File: src/rtl/micro_sequencer.sv
// micro_sequencer: fetch/decode/exec control unit for the micro-CPU datapath.
// Drives the 13-bit control word C0..C12, PC increment and IR load.
// Ports: clk, reset (async, active-high), run, instr, instr_valid, flag,
//   [step when SEQ_SINGLE_STEP_EN], instr_req, ir_load, pc_inc,
//   ctrl[12:0], t_state[1:0], halted.
// Optional macro SEQ_SINGLE_STEP_EN: one instruction per step rising edge.
module micro_sequencer #(
  parameter int OP_W  = 4,
  parameter int ARG_W = 4,
  parameter int REP_W = 3
) (
  input  logic                  clk,
  input  logic                  reset,
  input  logic                  run,
  input  logic [OP_W+ARG_W-1:0] instr,
  input  logic                  instr_valid,
  input  logic                  flag,
`ifdef SEQ_SINGLE_STEP_EN
  input  logic                  step,
`endif
  output logic                  instr_req,
  output logic                  ir_load,
  output logic                  pc_inc,
  output logic [12:0]           ctrl,
  output logic [1:0]            t_state,
  output logic                  halted
);

  localparam int DATA_W = OP_W + ARG_W;

  typedef enum logic [1:0] {
    S_IDLE   = 2'd0,
    S_FETCH  = 2'd1,
    S_DECODE = 2'd2,
    S_EXEC   = 2'd3
  } state_t;

  state_t             r_state;
  logic [DATA_W-1:0]  r_ir;
  logic [REP_W-1:0]   r_rep;
  logic               r_flag_q;
  logic               r_halted;

  logic [OP_W-1:0]    w_op;
  logic [ARG_W-1:0]   w_arg;
  logic [15:0]        w_z;
  logic               w_shift;
  logic               w_alu;
  logic               w_halt_op;
  logic               w_e;
  logic               w_steer;
  logic               w_go;
  logic               w_cont;

  assign w_op  = r_ir[DATA_W-1 -: OP_W];
  assign w_arg = r_ir[ARG_W-1:0];

  // One-hot opcode; opcodes above 15 leave every bit clear (NOP).
  always_comb begin
    w_z = '0;
    for (int i = 0; i < 16; i++)
      w_z[i] = (w_op == OP_W'(i));
  end

  assign w_shift   = |w_z[6:3];
  assign w_alu     = |w_z[14:8];
  assign w_halt_op = w_z[15] && (w_arg == '1);

  assign w_e     = (r_state == S_EXEC);
  // Steer/config bits are valid from DECODE so the datapath settles early.
  assign w_steer = w_e || (r_state == S_DECODE);

`ifdef SEQ_SINGLE_STEP_EN
  logic r_step_q;
  always_ff @(posedge clk or posedge reset) begin
    if (reset) r_step_q <= 1'b0;
    else       r_step_q <= step;
  end
  assign w_go   = run && !r_halted && step && !r_step_q;
  assign w_cont = 1'b0;
`else
  assign w_go   = run && !r_halted;
  assign w_cont = run;
`endif

  always_comb begin
    ctrl       = '0;
    ctrl[0]    = w_z[0] && w_e;
    ctrl[1]    = w_z[1] && w_e;
    ctrl[2]    = w_z[2] && w_e;
    ctrl[3]    = w_z[4] && w_steer;
    ctrl[4]    = (w_z[3] || w_z[4] || w_z[6]) && w_steer;
    ctrl[5]    = (w_z[3] || w_z[4] || w_z[5]) && w_steer;
    ctrl[6]    = w_shift && w_e;
    ctrl[7]    = w_z[7] && w_steer;
    ctrl[10:8] = (w_alu && w_steer) ? w_op[2:0] : 3'd0;
    // Conditional ops use the flag captured at DECODE, not the live one.
    ctrl[11]   = (((w_z[7] || w_z[8]) && r_flag_q) || (|w_z[14:9])) && w_e;
    ctrl[12]   = w_z[15] && w_e;
  end

  assign instr_req = (r_state == S_FETCH);
  assign ir_load   = (r_state == S_FETCH) && instr_valid;
  assign pc_inc    = w_e && (r_rep == '0);
  assign t_state   = r_state;
  assign halted    = r_halted;

  always_ff @(posedge clk or posedge reset) begin
    if (reset) begin
      r_state  <= S_IDLE;
      r_ir     <= '0;
      r_rep    <= '0;
      r_flag_q <= 1'b0;
      r_halted <= 1'b0;
    end else begin
      unique case (r_state)
        S_IDLE: begin
          if (w_go) r_state <= S_FETCH;
        end
        S_FETCH: begin
          if (instr_valid) begin
            r_ir    <= instr;
            r_state <= S_DECODE;
          end
        end
        S_DECODE: begin
          r_flag_q <= flag;
          r_rep    <= w_shift ? w_arg[REP_W-1:0] : '0;
          r_state  <= S_EXEC;
        end
        S_EXEC: begin
          if (r_rep != '0) begin
            r_rep <= r_rep - REP_W'(1);
          end else if (w_halt_op) begin
            r_halted <= 1'b1;
            r_state  <= S_IDLE;
          end else if (w_cont) begin
            r_state <= S_FETCH;
          end else begin
            r_state <= S_IDLE;
          end
        end
        default: r_state <= S_IDLE;
      endcase
    end
  end

endmodule
File: config.mk
export PLATFORM = sky130hd
export DESIGN_NAME = micro_sequencer
export DESIGN_NICKNAME = d
export VERILOG_FILES = /design/src/rtl/micro_sequencer.sv
export SDC_FILE = /design/constraint.sdc
export NUM_CORES = 1
export LEC_CHECK = 0
export CORE_ASPECT_RATIO = 0.9
export CORE_MARGIN = 2
export CORE_UTILIZATION = 40
export DETAILED_ROUTE_END_ITERATION = 10
export PLACE_DENSITY = 0.78
export SLEW_MARGIN = 20
export SYNTH_ARGS = -nofsm -noshare
export SYNTH_HDL_FRONTEND = slang
export SYNTH_SLANG_ARGS = --single-unit
File: constraint.sdc
create_clock -name clk -period 2.3 [get_ports clk]
set_input_delay 0.46 -clock clk [delete_from_list [all_inputs] [get_ports clk]]
set_output_delay 0.46 -clock clk [all_outputs]
set_load 0.02 [all_outputs]
[Yosys cells after proc, flatten, opt, wreduce, memory -nomap -nowiden]
Index checks and enable logic that the tools add are counted.
Cells by class
  $mul: 0
  shifts and indexed selects: 0
  $lt $le $gt $ge: 0
  equal/unequal tests: 23
  div/mod/pow operators: 0
  reduce and logical (&&, ||, !) cells: 35
  $add $sub $neg: 1
  muxes and demuxes: 10
  bitwise operators: 1
Operators with widths (count)
  4-bit equality test, second input constant: 9
  4-bit by 3-bit equality test with 1-bit output, second input constant: 4
  1-bit logical AND: 16
  3-bit two-way mux: 3
  4-bit by 2-bit equality test with 1-bit output, second input constant: 2
  2-bit case mux with 4 select lines: 1
  7-bit OR reduction: 1
  1-bit logical OR: 6
  2-bit two-way mux: 3
  2-bit != test, second input constant: 3
  3-bit case mux with 2 select lines: 1
  3-bit AND reduction: 2
  6-bit OR reduction: 1
  2-bit equality test, second input constant: 2
  4-bit by 1-bit equality test with 1-bit output, second input constant: 1
  4-bit logical NOT: 1
  2-bit AND reduction: 2
  4-bit OR reduction: 1
  3-bit logical NOT: 1
  3-bit nonzero test: 1
  3-bit by 1-bit subtractor with 3-bit output, second input constant: 1
  2-bit by 1-bit equality test with 1-bit output, second input constant: 1
  2-bit logical NOT: 1
  1-bit two-way mux: 2
  other kinds (4): 4
Storage, ports and cells
  memories: 0
  register bits: 15
  latch bits: 0
  RAM bits: 0
  input bits: 13
  ROM bits: 0

[Logic depth before layout (Yosys ltp)]
  depth after elaboration: 5
  depth in mapped cells: 6
  depth with buffers taken out: 6

[Worst setup path after synthesis]
OpenSTA, ideal clock, no wires.
  path type: reg2out
  start: reg r_state[0] (netlist: t_state[0])
  end: out ctrl[3]
  arrival time: 1.869 ns
  data required time: 1.840 ns
  buffers on the path: 0
  path slack: -0.029 ns
  cell stages (with the launch flop): 6
  cell sequence: dfrtp_1 -> inv_1 -> ha_1 -> nor2_2 -> or2_4 -> nor4b_1
Between the ends
  word-level cells in the longest chain between the ends: 3
Ends and longest elaborated chain
  start, declared: RTL line 38  | state_t r_state;
  start signal, assigned: RTL line 110  | r_state <= S_IDLE;
  start signal, assigned: RTL line 118  | if (w_go) r_state <= S_FETCH;
  start signal, assigned: RTL line 123  | r_state <= S_DECODE;
  2-bit equality test (on tied branches): RTL line 69, 71
  1-bit logical OR (*): RTL line 71  | assign w_steer = w_e || (r_state == S_DECODE);
  1-bit logical AND (*): RTL line 91  | ctrl[3] = w_z[4] && w_steer;
  end, declared: RTL line 24  | output logic [12:0] ctrl,
Every way passes the cells marked *; elsewhere a longest branch is shown, timed or not.

[Worst setup path in the final report]
  start: reg r_ir[4]
  end: out ctrl[6]
Between the ends
  word-level cells in the longest chain between the ends: 3
Ends and longest elaborated chain
  start, declared: RTL line 39  | logic [DATA_W-1:0] r_ir;
  start signal, assigned: RTL line 122  | r_ir <= instr;
  4-bit by 2-bit equality test with 1-bit output / 4-bit by 3-bit equality test with 1-bit output (equally long branches): RTL line 62  | w_z[i] = (w_op == OP_W'(i));
  4-bit OR reduction (*): RTL line 65  | assign w_shift = |w_z[6:3];
  1-bit logical AND (*): RTL line 94  | ctrl[6] = w_shift && w_e;
Marks and branches as above.

==> impl_metrics.env <==
export IMPL_n_fill_cell=220
export IMPL_final_area_sq_um=1400
export IMPL_final_cells=172
export IMPL_async_flop_share_pct=100
export IMPL_startpoint_type="register"
export IMPL_relSlewSlack_pct=62.2
export IMPL_finalMaxSlewViolations=0
export IMPL_clkTransAtPathRegs_ns=0.09
export IMPL_routed_via_density=5.17
export IMPL_fin_util_pct=57.8
export IMPL_grt_pass1_vias=895
export IMPL_outcome="finished clean"
export IMPL_rsz0062_at_grt="no"
export IMPL_coreArea_sq_um=2420
export IMPL_synth_area_top_cells="dfrtp_1 (37%), mux2_2 (11%), ha_1 (8.7%), a21oi_1 (3.0%), nand2_1 (3.0%)"
export IMPL_ys_seq_area_share_pct=37.3
export IMPL_synth_most_common_cell="dfrtp_1"
export IMPL_critPathArrivalTime_ns=1.71
export IMPL_power_density_nw_per_um2=1370
export IMPL_hold_path_cell_count=1
export IMPL_critPathCaptureType="output port"
export IMPL_cp_max_fo=7
export IMPL_via_count=889
export IMPL_power_mw=1.92
export IMPL_grt_ovfl_total=0
export IMPL_synth_avg_cell_area_sq_um=9.87
export IMPL_rr_startpoint="t_state[1]$_DFFE_PP0P_"
export IMPL_drt_wl_total_um=2270
export IMPL_grt_antenna_before_repair=0
export IMPL_setup_tns_ns=0
export IMPL_hp_class="reg2reg"
export IMPL_worstHoldEndpoint="halted$_DFFE_PP0P_"
export IMPL_clockBufferDepth=2
export IMPL_area_growth_pct=39.1
export IMPL_cts_tree="built"
export IMPL_syn_inst=102
export IMPL_synth_seq_cells=15
export IMPL_synth_ff_type="dfrtp_1"
export IMPL_grt_max_degree=16
export IMPL_synth_area_leader_cell="dfrtp_1"
export IMPL_crit_type="reg2out"
export IMPL_chipWidth_um=56.9
export IMPL_setup_slack_ns=0.130
export IMPL_ir_drop_uv=695
export IMPL_rows=17
export IMPL_ys_top_cells_by_count="dfrtp_1 (15), mux2_2 (10), nand2_1 (8)"
export IMPL_period_needed_ns=2.17
export IMPL_clkSinkCount=15
export IMPL_ff2ff_setup_slack_ns=0.69
export IMPL_p_switching_mw=0.845
export IMPL_dp_hpwl_um=1880
export IMPL_max_cap_violations=0
export IMPL_cts_buffers_inserted=3
export IMPL_reg2regPathDepth=7
export IMPL_root_buffer="clkbuf_4"
export IMPL_ioPinCount=32
export IMPL_postRouteAntennaNets=0
export IMPL_insertion_delay_ns=0.28
export IMPL_hold_violations=0
export IMPL_tightestPinTransition_ns=0.566
export IMPL_placed_cells=168
export IMPL_drive_gt1_share_pct=30.6
export IMPL_ys_warn_count=0
export IMPL_power_share_switching_pct=44.0
export IMPL_pwr_share_clk_pct=7.6
export IMPL_p_seq_share_pct=28.8
export IMPL_final_setup_viol_count=0
export IMPL_rr_endpoint="t_state[1]$_DFFE_PP0P_"
export IMPL_dp_slack_ns=0.0353
export IMPL_skew_ns=0.00542
export IMPL_syn_nets=122
export IMPL_place_congestion=0.789
export IMPL_max_freq_ghz=0.461
export IMPL_grt_util_all_layers_pct=17.0
export IMPL_synth_edf_count=0
export IMPL_fin_nets=165
export IMPL_grt_pass1_wl_um=3880
export IMPL_ys_types=39
export IMPL_timing_final_crit_share_pct=94.4
export IMPL_n_antenna_cell=0
export IMPL_dieArea_sq_um=2940
export IMPL_drt_initial_drc_count=5
export IMPL_drtPass1Iterations=4
export IMPL_port_buffers=31
export IMPL_intPower_mw=1.07
export IMPL_initial_core_util_pct=41.5
export IMPL_p_leak_nw=0.708
export IMPL_post_drt_wl_per_cell_um=13.2
export IMPL_syn_cell_area_sq_um=1010
export IMPL_dpl_cell_area_sq_um=1410
export IMPL_drc=0
export IMPL_required_ns=1.84
export IMPL_cts_max_level=1
export IMPL_holdWs_ns=0.498
export IMPL_min_from="halted$_DFFE_PP0P_"
export IMPL_die_h_um=51.6
export IMPL_combPwrFrac_pct=63.6
export IMPL_yosys_area_top_type_share_pct=37.3
export IMPL_cts_setup_buffers=0
-- power groups by stage --
stage / clock network, mW / logic (mW) / registers, mW
after global routing: 0.167 / 1.35 / 0.576
after floorplan: 0 / 0.848 / 0.500
after global placement: 0 / 1.24 / 0.538
final: 0.147 / 1.22 / 0.553
after CTS: 0.149 / 1.24 / 0.549
after detailed placement: 0 / 1.29 / 0.551
-- sequential cells by signal, indices dropped and copies added (netlist names) --
signal    flops
r_ir          8
r_flag_q      1
halted        1
r_rep         3
t_state       2
-- critical path, stage by stage, from the launching register on --
cell and delay, ns:
dfrtp_1 0.47, a21bo_2 0.27, a21oi_2 0.20, and2_2 0.17, dlygate4sd2_1 0.32
-- cells by family after synthesis --
family          Yosys count  share of synthesized area [%]
mux                      10                           11.2
xor+xnor                  1                          0.870
compound gates           18                           11.7
fa+ha+maj                 7                           8.70
simple gates             39                           24.5
buf+inv                  12                           5.84
flops                    15                           37.3
-- final cells by class --
class | instances | area, sq um | share of cell area, %
Multi-Input combinational cell | 75 | 579 | 41.3
Inverter | 8 | 30.0 | 2.14
Clock buffer | 4 | 26.3 | 1.88
Timing Repair Buffer | 42 | 354 | 25.3
Sequential cell | 15 | 377 | 26.9
Tap cell | 28 | 35.0 | 2.50
-- layer usage --
layer / wire length (um) / global-route usage, % / vias to the layer above
met3: 48 / 2.99 / 2
met1: 937 / 19.7 / 437
met2: 1280 / 33.5 / 11
li1: - / - / 439
met4: 11 / 2.33 / 0
met5: 0 / 0 / -
-- how the worst max path moves through the flow --
stage,from,end,cells after the start
after floorplan,t_state[1]$_DFFE_PP0P_,ctrl[0],4
after global placement,t_state[1]$_DFFE_PP0P_,ctrl[1],5
after detailed placement,t_state[1]$_DFFE_PP0P_,ctrl[1],5
after CTS,t_state[1]$_DFFE_PP0P_,ctrl[1],5
after global routing,r_ir[4]$_DFFE_PP0P_,ctrl[6],4
final,r_ir[4]$_DFFE_PP0P_,ctrl[6],4
-- cell usage in the layout, fill, tap and decap left out, types with 2 or more instances in the layout --
cell             netlist  layout
nor2b_1                3       3
dlymetal6s2s_1         0       2
mux2_2                10      10
nand4_1                2       2
clkdlybuf4s50_1        0      15
o21ai_1                2       2
nand2b_1               3       3
clkbuf_2               1       7
dlygate4sd2_1          0       7
clkbuf_4               0       3
and3_1                 2       2
nor3_1                 2       2
inv_1                  7       7
dfrtp_1               15      14
nand2_1                8       8
ha_1                   7       7
buf_4                  1      11
nor3b_2                2       2
a21oi_1                6       6
nor2_1                 7       7
-- timing repair --
item / in CTS / in global routing
endpoints found under the setup margin: 14 / 9
pin swaps: 0 / 0
hold buffers: 0 / 0
resized for setup: 15 / 18
(Power assumes the default switching activity.)
